===== config.mk =====
export PLATFORM = sky130hd
export DESIGN_NAME = aes_key_expander_seq
export DESIGN_NICKNAME = d
export VERILOG_FILES = /design/src/rtl/aes_pkg.sv /design/src/rtl/aes_key_exp_round_contant_rom.sv /design/src/rtl/aes_key_expander_seq.sv
export SDC_FILE = /design/constraint.sdc
export NUM_CORES = 1
export LEC_CHECK = 0
export CAP_MARGIN = 20
export CORE_MARGIN = 4
export CORE_UTILIZATION = 40
export CTS_CLUSTER_SIZE = 28
export DETAILED_ROUTE_END_ITERATION = 6
export GPL_TIMING_DRIVEN = 0
export PLACE_DENSITY = 0.78
export SETUP_SLACK_MARGIN = 0.05
export SLEW_MARGIN = 20
export SYNTH_ARGS = -nofsm -noshare
export SYNTH_HDL_FRONTEND = slang
export SYNTH_HIERARCHICAL = 1
export SYNTH_SLANG_ARGS = --single-unit

===== constraint.sdc =====
create_clock -name HCLK -period 4.25 [get_ports HCLK]
set_clock_uncertainty 0.05 [all_clocks]
set_input_delay 0.425 -clock HCLK [delete_from_list [all_inputs] [get_ports HCLK]]
set_output_delay 0.425 -clock HCLK [all_outputs]
set_load 0.1 [all_outputs]

===== src/rtl/aes_pkg.sv =====
// Shared types and constants for the byte-serial AES-128 key expander.
package aes_pkg;

    typedef logic [31:0] aes_word_t;

    typedef enum logic [2:0] {
        KX_IDLE,
        KX_EMIT,
        KX_SUB,
        KX_MIX,
        KX_DONE
    } kx_state_t;

    localparam int AES128_NR = 10;

    // Byte k of RotWord(w), k=0 being the most significant byte.
    function automatic logic [7:0] rot_byte(input aes_word_t w, input logic [1:0] k);
        case (k)
            2'd0:    rot_byte = w[23:16];
            2'd1:    rot_byte = w[15:8];
            2'd2:    rot_byte = w[7:0];
            default: rot_byte = w[31:24];
        endcase
    endfunction

endpackage


===== src/rtl/aes_key_exp_round_contant_rom.sv =====
// Round-constant ROM: rcon word for rounds 1..10, zero for every other index.
module aes_key_exp_round_contant_rom
    import aes_pkg::*;
(
    input  logic [3:0] round_number,
    output aes_word_t  rcon
);

    always_comb begin
        rcon = '0;
        case (round_number)
            4'd1:    rcon = 32'h0100_0000;
            4'd2:    rcon = 32'h0200_0000;
            4'd3:    rcon = 32'h0400_0000;
            4'd4:    rcon = 32'h0800_0000;
            4'd5:    rcon = 32'h1000_0000;
            4'd6:    rcon = 32'h2000_0000;
            4'd7:    rcon = 32'h4000_0000;
            4'd8:    rcon = 32'h8000_0000;
            4'd9:    rcon = 32'h1b00_0000;
            4'd10:   rcon = 32'h3600_0000;
            default: rcon = '0;
        endcase
    end

endmodule


===== src/rtl/aes_key_expander_seq.sv =====
// Byte-serial AES-128 key expansion: streams round keys 0..10 over valid/ready,
// borrowing the shared external S-box one byte per cycle for SubWord.
module aes_key_expander_seq
    import aes_pkg::*;
#(
    parameter int NUM_ROUNDS = AES128_NR
) (
    input  logic         HCLK,
    input  logic         HRESETn,
    input  logic         start,
    input  logic [127:0] key_in,
    output logic         busy,
    output logic         rk_valid,
    input  logic         rk_ready,
    output logic [3:0]   rk_index,
    output logic [127:0] rk,
    output logic         done,
    output logic [7:0]   sbox_addr,
    input  logic [7:0]   sbox_data
);

    localparam logic [3:0] LAST_RND = 4'(NUM_ROUNDS);

    kx_state_t  r_state;
    aes_word_t  r_w0, r_w1, r_w2, r_w3;
    aes_word_t  r_tmp;
    logic [3:0] r_rnd;
    logic [1:0] r_k;

    logic [3:0] w_round_number;
    aes_word_t  w_rcon, w_t, w_n0, w_n1, w_n2, w_n3;

    // The ROM is only addressed during MIX so it reads zero the rest of the time.
    assign w_round_number = (r_state == KX_MIX) ? r_rnd : 4'd0;

    aes_key_exp_round_contant_rom u_rcon_rom (
        .round_number (w_round_number),
        .rcon         (w_rcon)
    );

    assign w_t  = r_tmp ^ w_rcon;
    assign w_n0 = r_w0 ^ w_t;
    assign w_n1 = r_w1 ^ w_n0;
    assign w_n2 = r_w2 ^ w_n1;
    assign w_n3 = r_w3 ^ w_n2;

    assign rk       = {r_w0, r_w1, r_w2, r_w3};
    assign rk_index = r_rnd;

    always_ff @(posedge HCLK or negedge HRESETn) begin
        if (!HRESETn) begin
            r_state   <= KX_IDLE;
            r_w0      <= '0;
            r_w1      <= '0;
            r_w2      <= '0;
            r_w3      <= '0;
            r_tmp     <= '0;
            r_rnd     <= '0;
            r_k       <= '0;
            busy      <= 1'b0;
            rk_valid  <= 1'b0;
            done      <= 1'b0;
            sbox_addr <= '0;
        end else begin
            done <= 1'b0;
            case (r_state)
                KX_IDLE: begin
                    if (start) begin
                        r_w0     <= key_in[127:96];
                        r_w1     <= key_in[95:64];
                        r_w2     <= key_in[63:32];
                        r_w3     <= key_in[31:0];
                        r_rnd    <= '0;
                        busy     <= 1'b1;
                        rk_valid <= 1'b1;
                        r_state  <= KX_EMIT;
                    end
                end
                KX_EMIT: begin
                    if (rk_ready) begin
                        rk_valid <= 1'b0;
                        if (r_rnd == LAST_RND) begin
                            busy    <= 1'b0;
                            done    <= 1'b1;
                            r_state <= KX_DONE;
                        end else begin
                            r_rnd     <= r_rnd + 4'd1;
                            r_k       <= '0;
                            sbox_addr <= rot_byte(r_w3, 2'd0);
                            r_state   <= KX_SUB;
                        end
                    end
                end
                KX_SUB: begin
                    // Shifting in MSB-first leaves byte 0 in tmp[31:24] after four cycles.
                    r_tmp <= {r_tmp[23:0], sbox_data};
                    r_k   <= r_k + 2'd1;
                    if (r_k == 2'd3) begin
                        sbox_addr <= '0;
                        r_state   <= KX_MIX;
                    end else begin
                        sbox_addr <= rot_byte(r_w3, r_k + 2'd1);
                    end
                end
                KX_MIX: begin
                    r_w0     <= w_n0;
                    r_w1     <= w_n1;
                    r_w2     <= w_n2;
                    r_w3     <= w_n3;
                    rk_valid <= 1'b1;
                    r_state  <= KX_EMIT;
                end
                KX_DONE: begin
                    r_state <= KX_IDLE;
                end
                default: begin
                    r_state <= KX_IDLE;
                end
            endcase
        end
    end

endmodule


* Word-level counts from Yosys, hierarchy flattened
Memories as Yosys holds them, arrays and structs flattened.
Index checks and enable logic that the tools add are counted.
** Word-level totals
- Flip-flop bits (word level) :: 180
- Bits in read-only memories :: 128
- Output and inout port bits :: 143
- Memories kept :: 1
** Memories
- (name not given) :: words 16, width 8, rd ports 1, clocked after memory_dff 0, wr ports 0, RTL line aes_key_exp_round_contant_rom.sv:11 : case (round_number)
** Cells by class
- $add $sub $neg :: 2
- Equality and inequality tests :: 12
- Multiplexer cells :: 35
- Bitwise logic cells :: 5
- Reductions and logical operators :: 12
** Operator list (count)
- case mux 32 bit (2 select lines) :: 4
- bitwise XOR 32 bit :: 5
- 2-to-1 mux 32 bit :: 4
- 2-to-1 mux 8 bit :: 3
- case mux 8 bit (3 select lines) :: 1
- 2-to-1 mux 4 bit :: 4
- case mux 8 bit (2 select lines) :: 1
- 2-to-1 mux 3 bit :: 4
- case mux 3 bit (4 select lines) :: 1
- != test 2 bit, second input constant :: 5
- AND reduction 3 bit :: 3
- case mux 4 bit (2 select lines) :: 1
- AND reduction 4 bit :: 2
- 2-to-1 mux 1 bit :: 7
- == test 3 x 2 -> 1 bit, second input constant :: 2
- nonzero test 2 bit :: 3
- adder 4 x 1 -> 4 bit, second input constant :: 1
- == test 2 bit, second input constant :: 2
- == test 4 bit, second input constant :: 1
- 2-to-1 mux 2 bit :: 2
- case mux 2 bit (2 select lines) :: 1
- == test 3 x 1 -> 1 bit, second input constant :: 1
- logical NOT 3 bit :: 1
- case mux 1 bit (3 select lines) :: 1
- other kinds (6) :: 6

* Logic depth before layout (Yosys ltp)
Gate-level depths: netlist of the first run.
An unclocked memory read counts as a cell.
- Depth after elaboration :: 9
- Depth in mapped cells :: 14

* Cells and area by module
The synthesis of the first run kept the hierarchy.
** By module, submodules not included
- aes_key_expander_seq :: instances 1, cells an instance 1121, area each 10537.6 um2, sequential area each 4504.3 um2
- aes_key_exp_round_contant_rom :: instances 1, cells an instance 43, area each 334.1 um2, sequential area each 0.0 um2

* Worst setup path before layout of the first run
No wires, ideal clock.
- Path type :: register -> register
- Start :: register r_state[0]
- End :: register r_w3[28]
- Setup time :: 0.083 ns
- Arrival :: 3.024 ns
- Setup slack :: 1.093 ns
- Stages on the path, launching flop included :: 13
- Buffers on the path :: 2
- Clock period less this slack :: 3.157 ns
- Path through :: dfrtp_1 -> or2b_1 -> or2_2 -> clkbuf_1 -> clkbuf_1 -> nor2_1 -> inv_1 -> ha_1 -> a22o_1 -> xnor2_1 -> xnor3_1 -> o31a_1 -> o21ai_0
** Between the ends
- Longest elaborated chain between the ends :: 9
- Elaborated cells between the ends (all ways) :: 13
** RTL lines
- start: declaration :: RTL line aes_key_expander_seq.sv:24 : kx_state_t r_state;
- start signal: assignment :: RTL line aes_key_expander_seq.sv:52 : r_state <= KX_IDLE;
- start signal: assignment :: RTL line aes_key_expander_seq.sv:76 : r_state <= KX_EMIT;
- start signal: assignment :: RTL line aes_key_expander_seq.sv:85 : r_state <= KX_DONE;
- == test 3 x 2 -> 1 bit :: RTL line aes_key_expander_seq.sv:34 : assign w_round_number = (r_state == KX_MIX) ? r_rnd : 4'd0;
- 2-to-1 mux 4 bit :: RTL line aes_key_expander_seq.sv:34
- named net w_round_number[0] :: RTL line aes_key_expander_seq.sv:30 : logic [3:0] w_round_number;
- memory (16 x 8 bit)
- named net w_rcon[28] :: RTL line aes_key_expander_seq.sv:31 : aes_word_t w_rcon, w_t, w_n0, w_n1, w_n2, w_n3;
- bitwise XOR 32 bit :: RTL line aes_key_expander_seq.sv:41 : assign w_t = r_tmp ^ w_rcon;
- bitwise XOR 32 bit :: RTL line aes_key_expander_seq.sv:42 : assign w_n0 = r_w0 ^ w_t;
- bitwise XOR 32 bit :: RTL line aes_key_expander_seq.sv:43 : assign w_n1 = r_w1 ^ w_n0;
- bitwise XOR 32 bit :: RTL line aes_key_expander_seq.sv:44 : assign w_n2 = r_w2 ^ w_n1;
- bitwise XOR 32 bit :: RTL line aes_key_expander_seq.sv:45 : assign w_n3 = r_w3 ^ w_n2;
- case mux 32 bit (2 select lines) :: RTL line aes_key_expander_seq.sv:66 : case (r_state)
- end signal: assignment :: RTL line aes_key_expander_seq.sv:72 : r_w3 <= key_in[31:0];
- end signal: assignment :: RTL line aes_key_expander_seq.sv:109 : r_w3 <= w_n3;
- end: declaration :: RTL line aes_key_expander_seq.sv:25 : aes_word_t r_w0, r_w1, r_w2, r_w3;
The timed path passes the listed nets, and every way through them passes these cells.
A chain may end at the register's enable or synchronous reset.

* Final worst setup path of the first run
- Start :: register r_state[1]
- End :: register r_w3[25]
The elaborated chain is that of the path after synthesis.

==> run_results.csv, run 1 <==
group,metric,value,unit
setup_path,critPathMaxFanout,10,
synth,synth_edf_count,0,
grt,grt_pass1_vias,10381,
timing,setup_slack,0.329,ns
status,status,"finished clean",
drt,dr_total_vias,10435,
setup_path,r2r_slack,0.33,ns
cts,cts.sinks,180,
synth,netlist_area,0.0109,mm^2
drt,detail-route-antenna-nets,0,
cts,clk_pin_slew,0.07,ns
cts,cts_resized,0,
placed_design,place.gp.congestion,0.915,
drt,routed_wl,40700,um
cts,cts_buffer_depth,2,
synth,yosysMostFrequentCell,"nand2_1",
timing,min_period,3.92,ns
synth,ys_types,50,
timing,worst_pin_slew,1.08,ns
cts,insertion_delay,0.43,ns
timing,grt_setup_unrepaired,"false",
timing,slew_headroom,0.279,
die,num_io_pins,283,
synth,syn_inst,1164,
synth,synthFlopType,"dfrtp_1",
grt,antenna_found_initial,1,
cells_and_area,area_growth,36.7,%
cells_and_area,fillCellCount,2398,
synth,ys_seq_area_frac,0.414,
grt,grt_usage,0.265,
placed_design,pre_cts_ws,0.407,ns
die,initial_core_util,0.405,
timing,fmaxAchievable,0.255,GHz
drt,vias_per_cell,5.66,
setup_path,cp_slowest_cell,"xnor3_1",
synth,ys_top_cells_by_area,"dfrtp_1 41%, xnor2_1 7.7%, nand2_1 6.7%, xnor3_1 6.6%, a21oi_1 6.3%",
grt,grt_pass1_wl,62000,um
setup_path,crit_path_end_kind,"register",
setup_path,r2r.worst_path.cells,14,
setup_path,arrival,4.23,ns
placed_design,dp_hpwl,30800,um
grt,grt_max_degree,69,
cts,numCtsBuffers,17,
synth,synth_top_area_share,0.414,
synth,ys_async_sr_fraction,1.00,
timing,hold_viol,0,
die,die_x,173,um
drt,drtPass1Iterations,6,
synth,ys_top_cells_by_count,"193 x nand2_1, 180 x dfrtp_1, 137 x a21oi_1",
timing,setup_viol,0,
synth,ys_ff_latch,180,
setup_path,critPathKind,"reg2reg",
drt,drc,0,
cells_and_area,nNetsFinal,1642,
cts,htreeDepth,4,
grt,overflow,0,
setup_path,cp-start-kind,"register",
die,die_h,173,um
synth,synth.avg_cell_area,9.34,um^2
synth,synth_area_leader_cell,"dfrtp_1",
timing,finalMaxSlewViolations,0,
timing,fin_crit_sh,0.923,
placed_design,portBuffers,282,
die,num_rows,60,
cts,cts_root_buf,"clkbuf_16",
setup_path,r2r_start,"r_state[1]$_DFFE_PN0P_",
die,core_area,0.0269,mm^2
run,maxCapViolations,0,
drt,drt_iter0_drc,934,
synth,yosysWarnings,6,
die,die_area,0.0299,mm^2
setup_path,worstReg2RegEnd,"r_w3[25]$_DFFE_PN0P_",
drt,wl_per_cell,22.1,um
cells_and_area,drive_above_1_share,0.0618,
setup_path,worstSetupStartpoint,"r_state[1]$_DFFE_PN0P_",
setup_path,critical_path.cell_chain,"buf_2, inv_1, or2_2, clkbuf_1, clkbuf_1, nor2_1, inv_1, ha_1, mux2i_1, nor2_1, xnor2_1, xnor3_1, o31a_1, o21ai_0",
cells_and_area,diodes,0,
setup_path,crit_path_end,"r_w3[25]$_DFFE_PN0P_",
setup_path,critical_path_required,4.56,ns
setup_path,max_stage_delay,0.50,ns
min_path,min_path_type,"in2async",
cts,cts_tree,"done",
[cell usage in the layout, fill, tap and decap left out, types with 29 or more instances in the layout]
master           count
o22ai_1             33
clkdlybuf4s50_1    281
nand2_1            193
xnor2_1             96
nor2_1              47
o31a_1              29
o21ai_0             64
clkbuf_1            50
xnor3_1             32
a2bb2oi_1           32
a211oi_1            32
a21oi_1            137
inv_1               38
nand3b_1            33
a21o_1              37
dfrtp_1            180
[how the worst min path moves through the flow]
| stage | startpoint | end | slack (ns) | cells past startpoint |
|---|---|---|---|---|
| 2_1_floorplan | HRESETn | busy$_DFFE_PN0P_ | 0.08 | 0 |
| 6_report | HRESETn | r_w3[8]$_DFFE_PN0P_ | 0.44 | 2 |
| 4_1_cts | HRESETn | r_w3[8]$_DFFE_PN0P_ | 0.46 | 2 |
| 3_3_place_gp | r_tmp[31]$_DFFE_PN0P_ | r_tmp[31]$_DFFE_PN0P_ | 0.43 | 2 |
| 3_5_place_dp | HRESETn | r_w3[8]$_DFFE_PN0P_ | 0.33 | 1 |
| 5_1_grt | busy$_DFFE_PN0P_ | busy$_DFFE_PN0P_ | 0.48 | 2 |
[worst max-delay path: cells and delay by family (launching register included)]
| kind | cells | cell delay [ns] |
|---|---|---|
| muxes | 1 | 0.15 |
| and+or+nand+nor | 3 | 0.70 |
| AOI/OAI and AO/OA | 2 | 0.34 |
| buffers and inverters | 5 | 1.01 |
| DFF | 1 | 0.35 |
| xor gates and xnor gates | 2 | 0.93 |
| adders and majority gates | 1 | 0.32 |
[kinds of logic after synthesis]
kind of cell               Yosys count  share of synthesized area
AOI/OAI and AO/OA                  392                      0.234
xor gates and xnor gates           128                      0.144
adders and majority gates           11                     0.0127
buffers and inverters              141                     0.0601
DFF                                180                      0.414
muxes                               12                     0.0112
other                                1                   0.000345
and+or+nand+nor                    299                      0.124
[state kept, by name, summed over array words and instances (netlist names)]
signal	cells
r_tmp	32
r_w0	32
r_w1	32
r_w2	32
r_w3	32
sbox_addr	8
rk_index	4
r_state	3
r_k	2
busy	1
done	1
rk_valid	1
[cell type report]
| type | count | area [um^2] | share of cell area |
|---|---|---|---|
| clock buffer | 18 | 439 | 0.0296 |
| sequential | 180 | 4500 | 0.303 |
| tap | 341 | 427 | 0.0287 |
| buffer | 103 | 510 | 0.0344 |
| inverter | 38 | 143 | 0.00960 |
| timing repair buffer | 285 | 2890 | 0.195 |
| multi-input combinational | 866 | 5810 | 0.391 |
| clock inverter | 14 | 130 | 0.00876 |
[metal layers]
layer,vias up,share of wire,global-route usage
li1,4717,-,-
met1,5123,0.42,0.358
met4,2,0.028,0.0831
met5,-,0.00049,0
met3,71,0.087,0.0680
met2,522,0.46,0.421
[through the flow]
step	area (um^2)	setup TNS [ns]	hold slack, ns	std cells	util
after floorplan	11000	0	0.0794	1187	-
after global placement	14200	-938.14	0.432	1810	0.529
after detailed placement	14300	0	0.332	1812	0.531
after CTS	14900	0	0.458	1845	0.553
after global routing	14900	0	0.476	1845	0.553
final	14900	0	0.440	1845	0.553
[timing repair]
item | CTS | global route
buffers inserted | 0 | 0
hold buffers | 1 | 0
endpoints found under the hold margin | 53 | 0
Power of run 1 is left out: the tool's default activity adds up to more than one toggle a clock period on the data nets, which glitch-free logic cannot reach.
==> inputs of run 2 (changes only) <==
Settings changed: SLEW_MARGIN 20 to not set.
==> run 2 against run 1 <==
  * Final area up 0.20%
  * Worst setup slack better by 0.095 ns
  * Via count barely moved
  * Register-to-register slack better by 0.095 ns
  * Maximum frequency rose by 2.5%
  * Wire length grew 0.60%
  * First-iteration DRC count increased by 6.2%
  * Utilization up 0.11 points
  * Sequential cell count stayed put
  * Critical path type unchanged
  * Highest routed layer is now met4
==> run_results.csv, run 2 (synthesized netlist as in run 1, its figures left out) <==
group,metric,value,unit
status,status,"finished clean",
setup_path,r2r_slack,0.42,ns
die,die_area,0.0299,mm^2
cts,cts.sinks,180,
cells_and_area,area_growth,36.9,%
cells_and_area,layout_commonest_cell,"clkdlybuf4s50_1",
cts,numCtsBuffers,17,
timing,grt_setup_unrepaired,"false",
placed_design,dp_hpwl,30700,um
timing,fin_crit_sh,0.900,
cts,clk_pin_slew,0.07,ns
placed_design,portBuffers,282,
setup_path,cp-start-kind,"register",
setup_path,critPathMaxFanout,10,
setup_path,arrival,4.13,ns
die,die_h,173,um
timing,min_period,3.83,ns
die,num_io_pins,283,
drt,drt_iter0_drc,992,
cts,cts_tree,"done",
timing,fmaxAchievable,0.261,GHz
grt,grt_pass1_wl,62000,um
cts,cts_root_buf,"clkbuf_16",
drt,detail-route-antenna-nets,0,
drt,drtPass1Iterations,5,
min_path,min_path_type,"reg2reg",
timing,hold_viol,0,
die,core_area,0.0269,mm^2
die,num_rows,60,
cts,htreeDepth,4,
cts,cts_buffer_depth,2,
placed_design,place.gp.congestion,0.915,
grt,grt_max_degree,108,
drt,dr_total_vias,10436,
timing,setup_viol,0,
run,maxCapViolations,0,
grt,antenna_found_initial,2,
timing,slew_headroom,0.192,
cts,insertion_delay,0.44,ns
timing,setup_slack,0.424,ns
setup_path,crit_path_end_kind,"register",
drt,wl_per_cell,22.2,um
die,die_x,173,um
drt,routed_wl,40900,um
timing,worst_pin_slew,1.20,ns
cells_and_area,diodes,0,
drt,vias_per_cell,5.66,
grt,overflow,0,
grt,grt_pass1_vias,10461,
die,initial_core_util,0.405,
timing,finalMaxSlewViolations,0,
placed_design,pre_cts_ws,0.431,ns
setup_path,critPathKind,"reg2reg",
drt,drc,0,
grt,grt_usage,0.265,
cells_and_area,nNetsFinal,1642,
cells_and_area,mostFrequentLayoutCells,"281 x clkdlybuf4s50_1, 193 x nand2_1, 180 x dfrtp_1",
cells_and_area,drive_above_1_share,0.0598,
setup_path,critical_path_required,4.56,ns
==> run 2: cell count changes in the layout (fill, tap and decap cells not counted), sizes merged <==
cell      delta
inv          +1
clkbuf       +2
clkinvlp     -3
bufinv       +3
clkinv       -3
==> run 2: routing by layer <==
metal | track usage | wire length, um | share of wire | vias to the layer above
li1 | - | - | - | 4721
met2 | 0.418 | 18700 | 0.46 | 473
met5 | 0 | 0 | 0 | -
met1 | 0.359 | 17800 | 0.43 | 5173
met4 | 0.0841 | 1190 | 0.029 | 0
met3 | 0.0680 | 3250 | 0.079 | 69
==> run 2: final cells by class <==
cell class | instances | area (um^2)
buffer | 103 | 510
timing repair buffer | 285 | 2870
tap | 341 | 427
fill | 2422 | 12000
clock inverter | 12 | 176
inverter | 38 | 143
clock buffer | 20 | 447
sequential | 180 | 4500
multi-input combinational | 866 | 5810
==> run 2: what timing repair did <==
action,CTS,global route
hold buffers,1,0
endpoints found under the hold margin,73,0
gates resized for setup,0,1
setup endpoints to repair,0,1
setup buffers,0,0
==> run 2: metrics by stage <==
| step | util | std cells | area (um^2) | hold WS, ns | TNS [ns] |
|---|---|---|---|---|---|
| final | 0.554 | 1845 | 14900 | 0.456 | 0 |
| after global routing | 0.554 | 1845 | 14900 | 0.475 | 0 |
| after CTS | 0.554 | 1845 | 14900 | 0.455 | 0 |
| after detailed placement | 0.530 | 1812 | 14200 | 0.395 | 0 |
| after global placement | 0.529 | 1810 | 14200 | 0.432 | -938.14 |
| after floorplan | - | 1187 | 11000 | 0.0794 | 0 |
==> run 2: worst paths after layout <==
kind,to,cells past startpoint,from
max,r_w3[27]$_DFFE_PN0P_,12,r_state[2]$_DFFE_PN0P_
min,busy$_DFFE_PN0P_,2,busy$_DFFE_PN0P_
max reg2reg,r_w3[27]$_DFFE_PN0P_,12,r_state[2]$_DFFE_PN0P_
min reg2reg,busy$_DFFE_PN0P_,2,busy$_DFFE_PN0P_
max in group asynchronous,r_w0[18]$_DFFE_PN0P_,3,HRESETn
min in group asynchronous,r_w3[6]$_DFFE_PN0P_,2,HRESETn
==> run 2: worst max-delay path, stage by stage, from the launching register on <==
cell	delay, ns
dfrtp_1	0.40
buf_2	0.19
and3b_1	0.22
buf_2	0.23
buf_2	0.35
buf_1	0.42
and2_1	0.34
nor2b_2	0.10
a22o_1	0.25
xnor2_1	0.39
xnor3_1	0.47
o31a_1	0.26
o21ai_0	0.07
Power of run 2 is left out for the same reason.
==> inputs of run 3 (changes only) <==
Settings changed: PLACE_DENSITY 0.78 to 0.75, SLEW_MARGIN set to 20.
==> run 3 against run 2 <==
  * The flow now finishes with violations (DRC)
  * Global-route usage decreased by 0.26 points
  * First-iteration DRC count is 9.1% higher
  * Worst hold slack worse by 0.11 ns
  * Die area is the same
  * Wire length decreased by 0.75%
  * Non-clock buffer count unchanged
  * Critical endpoint is now r_w3[25]$_DFFE_PN0P_
  * Highest routed layer is now met5
==> run_results.csv, run 3 (synthesized netlist as in run 1, its figures left out) <==
group,metric,value,unit
status,status,"finished, violations left",
status,failed_checks,"DRC",
setup_path,arrival,4.24,ns
cells_and_area,area_growth,36.3,%
drt,drt_iter0_drc,1082,
drt,vias_per_cell,5.69,
die,core_area,0.0269,mm^2
cts,insertion_delay,0.43,ns
cells_and_area,diodes,0,
cts,clk_pin_slew,0.07,ns
setup_path,r2r_slack,0.31,ns
cells_and_area,ff_latch_area,0.00450,mm^2
timing,worst_pin_slew,1.06,ns
setup_path,worstReg2RegEnd,"r_w3[25]$_DFFE_PN0P_",
drt,routed_wl,40600,um
cts,cts_tree,"done",
placed_design,place.gp.congestion,0.922,
cts,numCtsBuffers,17,
die,die_h,173,um
drt,drtPass1Iterations,7,
timing,finalMaxSlewViolations,0,
cts,cts_buffer_depth,2,
timing,setup_viol,0,
setup_path,r2r_start,"r_state[1]$_DFFE_PN0P_",
cells_and_area,fillCellCount,2426,
grt,overflow,0,
die,die_x,173,um
setup_path,cp-start-kind,"register",
cells_and_area,drive_above_1_share,0.0599,
drt,detail-route-antenna-nets,0,
placed_design,dp_hpwl,30700,um
die,die_area,0.0299,mm^2
die,num_rows,60,
timing,hold_viol,0,
cells_and_area,mostFrequentLayoutCells,"281 x clkdlybuf4s50_1, 193 x nand2_1, 180 x dfrtp_1",
cts,cts_resized,0,
die,num_io_pins,283,
drt,wl_per_cell,22.0,um
timing,setup_slack,0.315,ns
grt,grt_max_degree,87,
setup_path,critPathMaxFanout,10,
timing,fin_crit_sh,0.926,
timing,slew_headroom,0.289,
cts,cts_root_buf,"clkbuf_16",
drt,drc,18,
cts,cts.sinks,180,
grt,grt_usage,0.262,
setup_path,max_stage_delay,0.52,ns
die,initial_core_util,0.405,
cts,htreeDepth,4,
cells_and_area,multi_input_area,0.00581,mm^2
setup_path,cp_slowest_cell,"xnor3_1",
grt,antenna_found_initial,2,
grt,grt_pass1_vias,10321,
setup_path,critical_path_required,4.56,ns
run,maxCapViolations,0,
min_path,min_path_type,"in2async",
grt,grt_pass1_wl,61200,um
setup_path,critical_path.cell_chain,"buf_2, inv_1, or2_2, clkbuf_1, clkbuf_1, nor2_1, inv_1, ha_1, mux2i_1, nor2_1, xnor2_1, xnor3_1, o31a_1, o21ai_0",
timing,min_period,3.94,ns
cells_and_area,nNetsFinal,1642,
placed_design,portBuffers,282,
drt,dr_total_vias,10484,
setup_path,crit_path_end_kind,"register",
setup_path,r2r.worst_path.cells,14,
cells_and_area,layout_commonest_cell,"clkdlybuf4s50_1",
placed_design,pre_cts_ws,0.429,ns
timing,fmaxAchievable,0.254,GHz
timing,grt_setup_unrepaired,"false",
setup_path,critPathKind,"reg2reg",
[run 3: changes by cell type in the layout (fill, tap and decap cells not counted)]
cell / previous run / this run
clkbuf_8: 1 / 2
bufinv_16: 4 / 0
nor3_2: 0 / 1
nor3_1: 4 / 3
clkinv_2: 3 / 4
xnor2_1: 95 / 96
xnor2_2: 1 / 0
buf_16: 1 / 2
clkinv_4: 0 / 2
clkbuf_1: 52 / 51
buf_4: 25 / 24
[run 3: critical path: cells and delay by family (launching register included)]
kind | cells | cell delay (ns)
buf+inv | 5 | 1.01
xor+xnor | 2 | 0.94
simple gates | 3 | 0.68
flops | 1 | 0.36
compound gates | 2 | 0.34
fa+ha+maj | 1 | 0.33
mux | 1 | 0.15
[run 3: layout make-up]
class | count | share of cell area
plain buffers | 103 | 0.0345
multi-input cells | 866 | 0.392
clock buffers | 20 | 0.0308
clock inverters | 11 | 0.00532
flip-flops and latches | 180 | 0.304
well taps | 341 | 0.0288
repair buffers | 285 | 0.195
inverters | 38 | 0.00963
[run 3: worst max path at each step]
stage / startpoint / endpoint / slack (ns) / cells past startpoint
finish: r_state[1]$_DFFE_PN0P_ / r_w3[25]$_DFFE_PN0P_ / 0.31 / 14
global route: r_state[1]$_DFFE_PN0P_ / r_w3[25]$_DFFE_PN0P_ / 0.12 / 14
CTS: r_state[1]$_DFFE_PN0P_ / r_w3[25]$_DFFE_PN0P_ / 0.40 / 14
detailed placement: r_state[1]$_DFFE_PN0P_ / r_w3[25]$_DFFE_PN0P_ / 0.43 / 14
global placement: HRESETn / r_w1[22]$_DFFE_PN0P_ / -5.23 / 1
floorplan: r_state[0]$_DFFE_PN0P_ / r_w3[28]$_DFFE_PN0P_ / 1.09 / 12
[run 3: routing by layer]
metal,track usage,vias to the layer above,wire length (um)
met1,0.359,5154,17500
met3,0.0660,77,3390
met5,0,-,27
li1,-,4694,-
met4,0.0901,4,1490
met2,0.407,555,18300
[run 3: repair_timing]
item,in CTS,in global routing
hold endpoints to repair,16,0
buffers inserted,0,0
hold buffers,1,0
[run 3: through the flow]
step,hold slack [ns],TNS [ns],std cells,area [um^2],util
3_5_place_dp,0.222,0,1812,14300,0.531
2_1_floorplan,0.0794,0,1187,11000,-
5_1_grt,0.360,0,1844,14800,0.551
3_3_place_gp,0.434,-940.07,1810,14200,0.529
4_1_cts,0.343,0,1844,14800,0.551
6_report,0.347,0,1844,14800,0.551
Power of run 3 is left out for the same reason.
